### src/rtl/mdu_seq.sv
// Iterative unsigned MULTU/DIVU sequencer. It borrows the shared 32-bit ALU for one
// add or subtract step per cycle and holds its results in HI/LO.
`ifndef ADD_OP
`define ADD_OP 5'b00000
`endif
`ifndef SUB_OP
`define SUB_OP 5'b00001
`endif

module mdu_seq #(
  parameter int unsigned WIDTH = 32,
  parameter int unsigned CNT_W = 6
) (
  input  logic             clk,
  input  logic             rst_n,
  input  logic             start_i,
  input  logic             div_i,
  input  logic [WIDTH-1:0] opr_a_i,
  input  logic [WIDTH-1:0] opr_b_i,
  output logic [WIDTH-1:0] alu_opr_a_o,
  output logic [WIDTH-1:0] alu_opr_b_o,
  output logic [4:0]       alu_op_o,
  input  logic [WIDTH-1:0] alu_res_i,
  output logic             alu_req_o,
  output logic             busy_o,
  output logic             done_o,
  output logic [WIDTH-1:0] hi_o,
  output logic [WIDTH-1:0] lo_o
);

  typedef enum logic [1:0] {S_IDLE, S_CALC, S_DONE} state_t;

  state_t           r_state;
  logic [CNT_W-1:0] r_cnt;
  logic [WIDTH-1:0] r_hi, r_lo, r_d;
  logic             r_mode;
  logic             r_busy, r_done, r_req;

  logic             w_ov;
  logic [WIDTH-1:0] w_rs;
  logic             w_carry;
  logic             w_take;

  // Restoring-division view of the current remainder: the bit shifted out of hi
  // is kept as w_ov so that a 33-bit partial remainder still fits a 32-bit ALU.
  always_comb begin
    w_ov        = r_hi[WIDTH-1];
    w_rs        = {r_hi[WIDTH-2:0], r_lo[WIDTH-1]};
    w_carry     = (alu_res_i < r_hi);
    w_take      = w_ov | (w_rs >= r_d);
    alu_opr_a_o = '0;
    alu_opr_b_o = '0;
    alu_op_o    = `ADD_OP;
    if (r_state == S_CALC) begin
      alu_opr_b_o = r_d;
      if (r_mode) begin
        alu_opr_a_o = w_rs;
        alu_op_o    = `SUB_OP;
      end else begin
        alu_opr_a_o = r_hi;
      end
    end
  end

  always_ff @(posedge clk) begin
    if (!rst_n) begin
      r_state <= S_IDLE;
      r_cnt   <= '0;
      r_hi    <= '0;
      r_lo    <= '0;
      r_d     <= '0;
      r_mode  <= 1'b0;
      r_busy  <= 1'b0;
      r_done  <= 1'b0;
      r_req   <= 1'b0;
    end else begin
      case (r_state)
        S_IDLE: begin
          r_done <= 1'b0;
          if (start_i) begin
            r_d     <= div_i ? opr_b_i : opr_a_i;
            r_lo    <= div_i ? opr_a_i : opr_b_i;
            r_hi    <= '0;
            r_mode  <= div_i;
            r_cnt   <= '0;
            r_state <= S_CALC;
            r_busy  <= 1'b1;
            r_req   <= 1'b1;
          end
        end
        S_CALC: begin
          if (r_mode) begin
            r_hi <= w_take ? alu_res_i : w_rs;
            r_lo <= {r_lo[WIDTH-2:0], w_take};
          end else if (r_lo[0]) begin
            r_hi <= {w_carry, alu_res_i[WIDTH-1:1]};
            r_lo <= {alu_res_i[0], r_lo[WIDTH-1:1]};
          end else begin
            r_hi <= {1'b0, r_hi[WIDTH-1:1]};
            r_lo <= {r_hi[0], r_lo[WIDTH-1:1]};
          end
          r_cnt <= r_cnt + CNT_W'(1);
          if (r_cnt == CNT_W'(WIDTH - 1)) begin
            r_state <= S_DONE;
            r_req   <= 1'b0;
            r_done  <= 1'b1;
          end
        end
        default: begin
          r_state <= S_IDLE;
          r_busy  <= 1'b0;
          r_done  <= 1'b0;
        end
      endcase
    end
  end

  assign alu_req_o = r_req;
  assign busy_o    = r_busy;
  assign done_o    = r_done;
  assign hi_o      = r_hi;
  assign lo_o      = r_lo;

endmodule
### config.mk
export PLATFORM = sky130hd
export DESIGN_NAME = mdu_seq
export DESIGN_NICKNAME = d
export VERILOG_FILES = /design/src/rtl/mdu_seq.sv
export SDC_FILE = /design/constraint.sdc
export NUM_CORES = 1
export LEC_CHECK = 0
export CORE_MARGIN = 2
export CORE_UTILIZATION = 37
export DETAILED_ROUTE_END_ITERATION = 10
export PLACE_DENSITY_LB_ADDON = 0.05
export SLEW_MARGIN = 10
export SYNTH_ARGS = -nofsm -noshare
export SYNTH_HDL_FRONTEND = slang
export SYNTH_SLANG_ARGS = --single-unit
### constraint.sdc
create_clock -name clk -period 2.9 [get_ports clk]
set_input_delay 0.29 -clock clk [delete_from_list [all_inputs] [get_ports clk]]
set_output_delay 0.29 -clock clk [all_outputs]
set_load 0.02 [all_outputs]
==> impl_metrics.env, run 1 <==
export IMPL_wl_met3_um=1544
export IMPL_critPathArrivalTime_ns=2.86
export IMPL_grt_pass1_wl_um=42280
export IMPL_synth_area_um2=8298
export IMPL_synth_cell_types=47
export IMPL_viasPerCell=5.210
export IMPL_cp_start_kind="flop"
export IMPL_rows=54
export IMPL_antenna_cells=0
export IMPL_critPathRequiredTime_ns=3.13
export IMPL_grt_use_total_pct=21.85
export IMPL_grt_max_degree=68
export IMPL_crit_type="reg -> reg"
export IMPL_rsz0062_at_grt="false"
export IMPL_worstHoldPathType="in -> reg"
export IMPL_synthArstFlopShare_pct=0
export IMPL_ios=236
export IMPL_cellLeakagePower_uw=0.004719
export IMPL_max_freq_mhz=379.7
export IMPL_clockRootBuffer="clkbuf_16"
export IMPL_drc=0
export IMPL_grt_ovfl_total=0
export IMPL_yosysMostFrequentCell="nand2_1"
export IMPL_drtIter0Drc=391
export IMPL_num_vias=8185
export IMPL_met1_length_um=13090
export IMPL_synth_edf_count=0
export IMPL_fin_crit_sh_pct=90.81
export IMPL_grt_pass1_vias=7562
export IMPL_die_w_um=153.8
export IMPL_core_um2=21890
export IMPL_ant_nets=0
export IMPL_htree_levels=3
export IMPL_drtPass1Iterations=5
export IMPL_cts_tree="built"
export IMPL_wl_per_cell_um=16.99
export IMPL_syn_inst=1081
export IMPL_synth_warnings=0
export IMPL_end_kind="flop"
export IMPL_r2r_cells=9
export IMPL_path_clk_slew_ns=0.08
export IMPL_port_buffer_count=231
export IMPL_synth_xor_area_share_pct=0
export IMPL_synth_area_top_cells="dfxtp_1, mux2i_1, nand2_1, ha_1, o21ai_0"
export IMPL_status="complete, no violations"
export IMPL_r2r_slack_ns=0.27
export IMPL_layout_drive_gt1_share_pct=5.732
export IMPL_worst_skew_pair_late_latency_ns=0.35
export IMPL_max_slew_margin_rel_pct=54.55
export IMPL_initial_core_util_pct=37.91
export IMPL_cts_sinks=108
export IMPL_ys_top_cells_by_count="nand2_1, mux2i_1, dfxtp_1"
export IMPL_place_hpwl_um=19910
export IMPL_drv_slew=0
export IMPL_total_power_uw=4344
export IMPL_finalNetCount=1450
export IMPL_post_cts_setup_buffers=0
export IMPL_setup_tns_ns=0
export IMPL_synth_seq_cells=108
export IMPL_muxShareOfSynthArea_pct=19.06
export IMPL_yosys_area_top_type="dfxtp_1"
export IMPL_min_period_ns=2.634
export IMPL_finalSetupViolCount=0
export IMPL_worst_ir_drop_vdd_mv=0.3638
export IMPL_synth_ff_type="dfxtp_1"
export IMPL_crit_fanout=32
export IMPL_syn_to_final_growth_pct=36.61
export IMPL_drt_total_wl_um=26700
export IMPL_clockBufferDepth=2
export IMPL_topRoutingLayerUsed="met4"
export IMPL_hold_path_cell_count=3
export IMPL_cap_violations=0
export IMPL_cts_buffers=9
export IMPL_antenna_found_initial=0
export IMPL_gp_congestion=0.7802
export IMPL_synth_top_family_by_area="simple AND/OR/NAND/NOR gates"
export IMPL_seq_area_frac_synth_pct=26.06
export IMPL_synthSimpleGateAreaFrac_pct=20.39
export IMPL_synthAdderAreaFrac_pct=9.650
export IMPL_fp_dieH_um=153.8
export IMPL_synth_compound_area_share_pct=17.29
export IMPL_die_area_um2=23640
export IMPL_final_hold_viol_count=0
export IMPL_finClkSkew_ns=0.01250
export IMPL_avgSynthCellArea_um2=7.676
export IMPL_worstMarginPinSlew_ns=0.6817
export IMPL_met2_wirelength_um=11730
export IMPL_synth_top_area_share_pct=26.06
export IMPL_power_density_nw_per_um2=383.2
==> power by group <==
group	switching (uW)	total, uW	internal (uW)
Clock	607	1290	680
Sequential	102	1690	1580
Combinational	747	1370	625
Total	1460	4340	2890
==> critical path, cell delays in order, from the launching register on <==
cell and delay (ns):
dfxtp_1 0.32, inv_1 0.07, ha_1 0.30, nand4_1 0.13, nor3_2 0.33, nand4_1 0.20, o2111a_1 0.33, or2_1 0.27
buf_12 0.18, a311o_1 0.37
==> flip-flops by register name, summed over array words and instances (netlist names) <==
name	count
lo_o	32
alu_req_o	1
hi_o	32
r_mode	1
r_d	32
done_o	1
r_state	2
busy_o	1
r_cnt	6
==> routing by layer <==
metal	global-route usage, %	vias up
met4	4.937	0
met5	0	-
met2	33.78	237
met3	3.608	23
li1	-	4167
met1	31.85	3758
==> final timing paths <==
| path | to | startpoint |
|---|---|---|
| worst max-delay path | hi_o[17]$_SDFFE_PN0P_ | r_d[21]$_SDFFE_PN0P_ |
| worst min-delay path | done_o$_SDFFE_PN0N_ | rst_n |
| worst min register to register | done_o$_SDFFE_PN0N_ | done_o$_SDFFE_PN0N_ |
| worst max register to register | hi_o[17]$_SDFFE_PN0P_ | r_d[21]$_SDFFE_PN0P_ |
==> per-stage QoR <==
step	cells	utilization, %	area, um2	setup slack, ns	hold WS, ns
CTS	1571	51.76	11330	0.08124	0.2634
detailed placement	1555	50.40	11030	0.2629	0.4685
finish	1571	51.78	11340	0.2664	0.2719
floorplan	1084	-	8309	0.3674	0.4432
global route	1571	51.78	11340	0.1338	0.2925
global placement	1555	50.40	11030	0.2858	0.4540
==> cells by family (layout without fill, tap and decap cells) <==
logic type	count (synthesis)	count (layout)
and+or+nand+nor	394	394
AOI/OAI and AO/OA	205	205
muxes	158	158
buffers and inverters	151	358
DFF	108	108
adders and majority gates	64	64
other	1	4
==> placed cells by master (no fill, tap or decap), drive strengths merged, types with 33 or more instances in the layout <==
master           n
clkdlybuf4s50  229
nand2          214
mux2i          158
dfxtp          108
o21ai           82
nor2            79
inv             68
ha              64
buf             48
nor3            35
and3            33
==> what timing repair did <==
item | in CTS | in global routing
hold buffers | 0 | 0
setup endpoints to repair | 0 | 24
resized for setup | 0 | 1
hold endpoints to repair | 0 | 0
==> cell type report <==
| type | count | area, um2 |
|---|---|---|
| timing repair buffer | 277 | 2725 |
| clock inverter | 6 | 68.82 |
| multi-input combinational | 825 | 5552 |
| tap | 280 | 350.3 |
| sequential | 108 | 2167 |
| fill | 2188 | 10560 |
| inverter | 65 | 244.0 |
| clock buffer | 10 | 229.0 |
No activity file was read; power rests on OpenSTA's default activity.
==> inputs of run 2 (changes only) <==
--- a/config.mk
+++ b/config.mk
@@ -9,6 +9,7 @@
 export CORE_UTILIZATION = 37
 export DETAILED_ROUTE_END_ITERATION = 10
 export PLACE_DENSITY_LB_ADDON = 0.05
+export RECOVER_POWER = 50
 export SLEW_MARGIN = 10
 export SYNTH_ARGS = -nofsm -noshare
 export SYNTH_HDL_FRONTEND = slang
==> impl_metrics.env, run 2 (synthesized netlist as in run 1, its figures left out) <==
export IMPL_status="complete, no violations"
export IMPL_grt_pass1_vias=7562
export IMPL_drtIter0Drc=370
export IMPL_worstHoldPathType="in -> reg"
export IMPL_drt_total_wl_um=26570
export IMPL_worst_skew_pair_late_latency_ns=0.35
export IMPL_cellLeakagePower_uw=0.004915
export IMPL_worstMarginPinSlew_ns=1.201
export IMPL_num_vias=8190
export IMPL_final_common_cell="nand2_1"
export IMPL_grt_ovfl_total=0
export IMPL_drc=0
export IMPL_r2r_cells=9
export IMPL_postCtsHoldBufs=0
export IMPL_critical_path_depth=6
export IMPL_clockBufferDepth=2
export IMPL_total_power_uw=4318
export IMPL_wl_per_cell_um=16.91
export IMPL_final_hold_viol_count=0
export IMPL_gp_congestion=0.7802
export IMPL_cts_sinks=108
export IMPL_critPathArrivalTime_ns=2.89
export IMPL_layout_common_cells="nand2_1, clkdlybuf4s50_1, mux2i_1, dfxtp_1, o21ai_0"
export IMPL_crit_type="in -> reg"
export IMPL_finalSetupViolCount=0
export IMPL_dpl_cell_count=1555
export IMPL_power_density_nw_per_um2=381.4
export IMPL_antenna_found_initial=0
export IMPL_cts_tree="built"
export IMPL_antenna_cells=0
export IMPL_initial_core_util_pct=37.91
export IMPL_cp_start_kind="input port"
export IMPL_layout_cells_non_filler=1571
export IMPL_critPathRequiredTime_ns=3.14
export IMPL_crit_chain="dlygate4sd3_1, nor2b_1, and2_0, dlymetal6s2s_1, nand2_1, and3_1"
export IMPL_min_period_ns=2.645
export IMPL_grt_use_total_pct=21.85
export IMPL_finalNetCount=1450
export IMPL_core_um2=21890
export IMPL_cp_num_buf_inv=2
export IMPL_viasPerCell=5.213
export IMPL_crit_slowest_cell="dlymetal6s2s_1"
export IMPL_grt_max_degree=68
export IMPL_drtPass1Iterations=5
export IMPL_crit_fanout=29
export IMPL_rows=54
export IMPL_hold_path_cell_count=3
export IMPL_clockRootBuffer="clkbuf_16"
export IMPL_die_w_um=153.8
export IMPL_port_buffer_count=231
export IMPL_finClkSkew_ns=0.01251
export IMPL_end_kind="flop"
export IMPL_place_hpwl_um=19910
export IMPL_ant_nets=0
export IMPL_r2r_slack_ns=0.27
export IMPL_worst_ir_drop_vdd_mv=0.3637
export IMPL_fin_crit_sh_pct=91.22
export IMPL_slowest_delay_ns=0.90
export IMPL_fp_dieH_um=153.8
export IMPL_nFillCells=2190
export IMPL_syn_to_final_growth_pct=36.46
export IMPL_rsz0062_at_grt="false"
export IMPL_cts_buffers=9
export IMPL_cp_top_family="buffers and inverters"
export IMPL_layout_drive_gt1_share_pct=5.655
export IMPL_grt_pass1_wl_um=42280
export IMPL_path_clk_slew_ns=0.08
export IMPL_cap_violations=0
export IMPL_setup_tns_ns=0
export IMPL_die_area_um2=23640
export IMPL_ios=236
export IMPL_max_slew_margin_rel_pct=19.94
export IMPL_max_freq_mhz=378.0
export IMPL_drv_slew=0
export IMPL_htree_levels=3
run 2: changes by cell type in the layout (fill, tap and decap cells not counted):
cell	previous run	this run
and2_0	0	2
and2_1	5	3
buf_12	6	5
buf_4	41	39
clkbuf_2	0	2
clkdlybuf4s50_1	229	162
dlygate4sd3_1	0	67
dlymetal6s2s_1	0	1
run 2: final cells by class:
cell class / instances / area (um2) / area share, %
Clock buffer: 10 / 229.0 / 2.022
Inverter: 65 / 244.0 / 2.155
Timing Repair Buffer: 277 / 2713 / 23.96
Multi-Input combinational cell: 825 / 5552 / 49.03
Sequential cell: 108 / 2167 / 19.14
Tap cell: 280 / 350.3 / 3.094
Clock inverter: 6 / 68.82 / 0.6077
run 2: routing by layer:
layer  global-route usage, %  vias up  wire (um)
li1                        -     4164          -
met1                   31.85     3779      13090
met2                   33.78      225      11660
met3                   3.608       22       1491
met4                   4.937        0        330
met5                       0        -          0
run 2: stage by stage:
stage | setup slack, ns | hold slack [ns] | utilization [%] | instance area (um2)
finish | 0.2547 | 0.2705 | 51.73 | 11320
global route | 0.08210 | 0.2925 | 51.73 | 11320
CTS | 0.08124 | 0.2634 | 51.76 | 11330
detailed placement | 0.2629 | 0.4685 | 50.40 | 11030
global placement | 0.2858 | 0.4540 | 50.40 | 11030
floorplan | 0.3674 | 0.4432 | - | 8309
run 2: tightest hold or removal path: stages:
cell,delay (ns)
buf_2,0.11
nand2_1,0.12
a21oi_1,0.05
run 2: worst paths after layout:
check / startpoint / end
setup / recovery: start_i / r_d[14]$_SDFFE_PN0P_
hold / removal: rst_n / done_o$_SDFFE_PN0N_
hold reg to reg: done_o$_SDFFE_PN0N_ / done_o$_SDFFE_PN0N_
setup reg to reg: r_d[21]$_SDFFE_PN0P_ / hi_o[17]$_SDFFE_PN0P_
run 2: power by group:
part           switching [uW]  total (uW)  internal (uW)
Combinational             745        1350            603
Sequential               98.7        1680           1580
Clock                     608        1290            680
Total                    1450        4320           2870
run 2: what timing repair did:
action                                 CTS  global route
setup endpoints to repair                0            24
setup buffers                            0             0
endpoints found under the hold margin    0             0
gates resized for setup                  0             1
==> inputs of run 3 (changes only) <==
--- a/config.mk
+++ b/config.mk
@@ -5,8 +5,10 @@
 export SDC_FILE = /design/constraint.sdc
 export NUM_CORES = 1
 export LEC_CHECK = 0
+export ABC_CLOCK_PERIOD_IN_PS = 2900
 export CORE_MARGIN = 2
 export CORE_UTILIZATION = 37
+export CTS_CLUSTER_DIAMETER = 100
 export DETAILED_ROUTE_END_ITERATION = 10
 export PLACE_DENSITY_LB_ADDON = 0.05
 export RECOVER_POWER = 50
==> results of run 3 <==
Same layout as run 2: the final DEF is identical, and so are final timing and power.
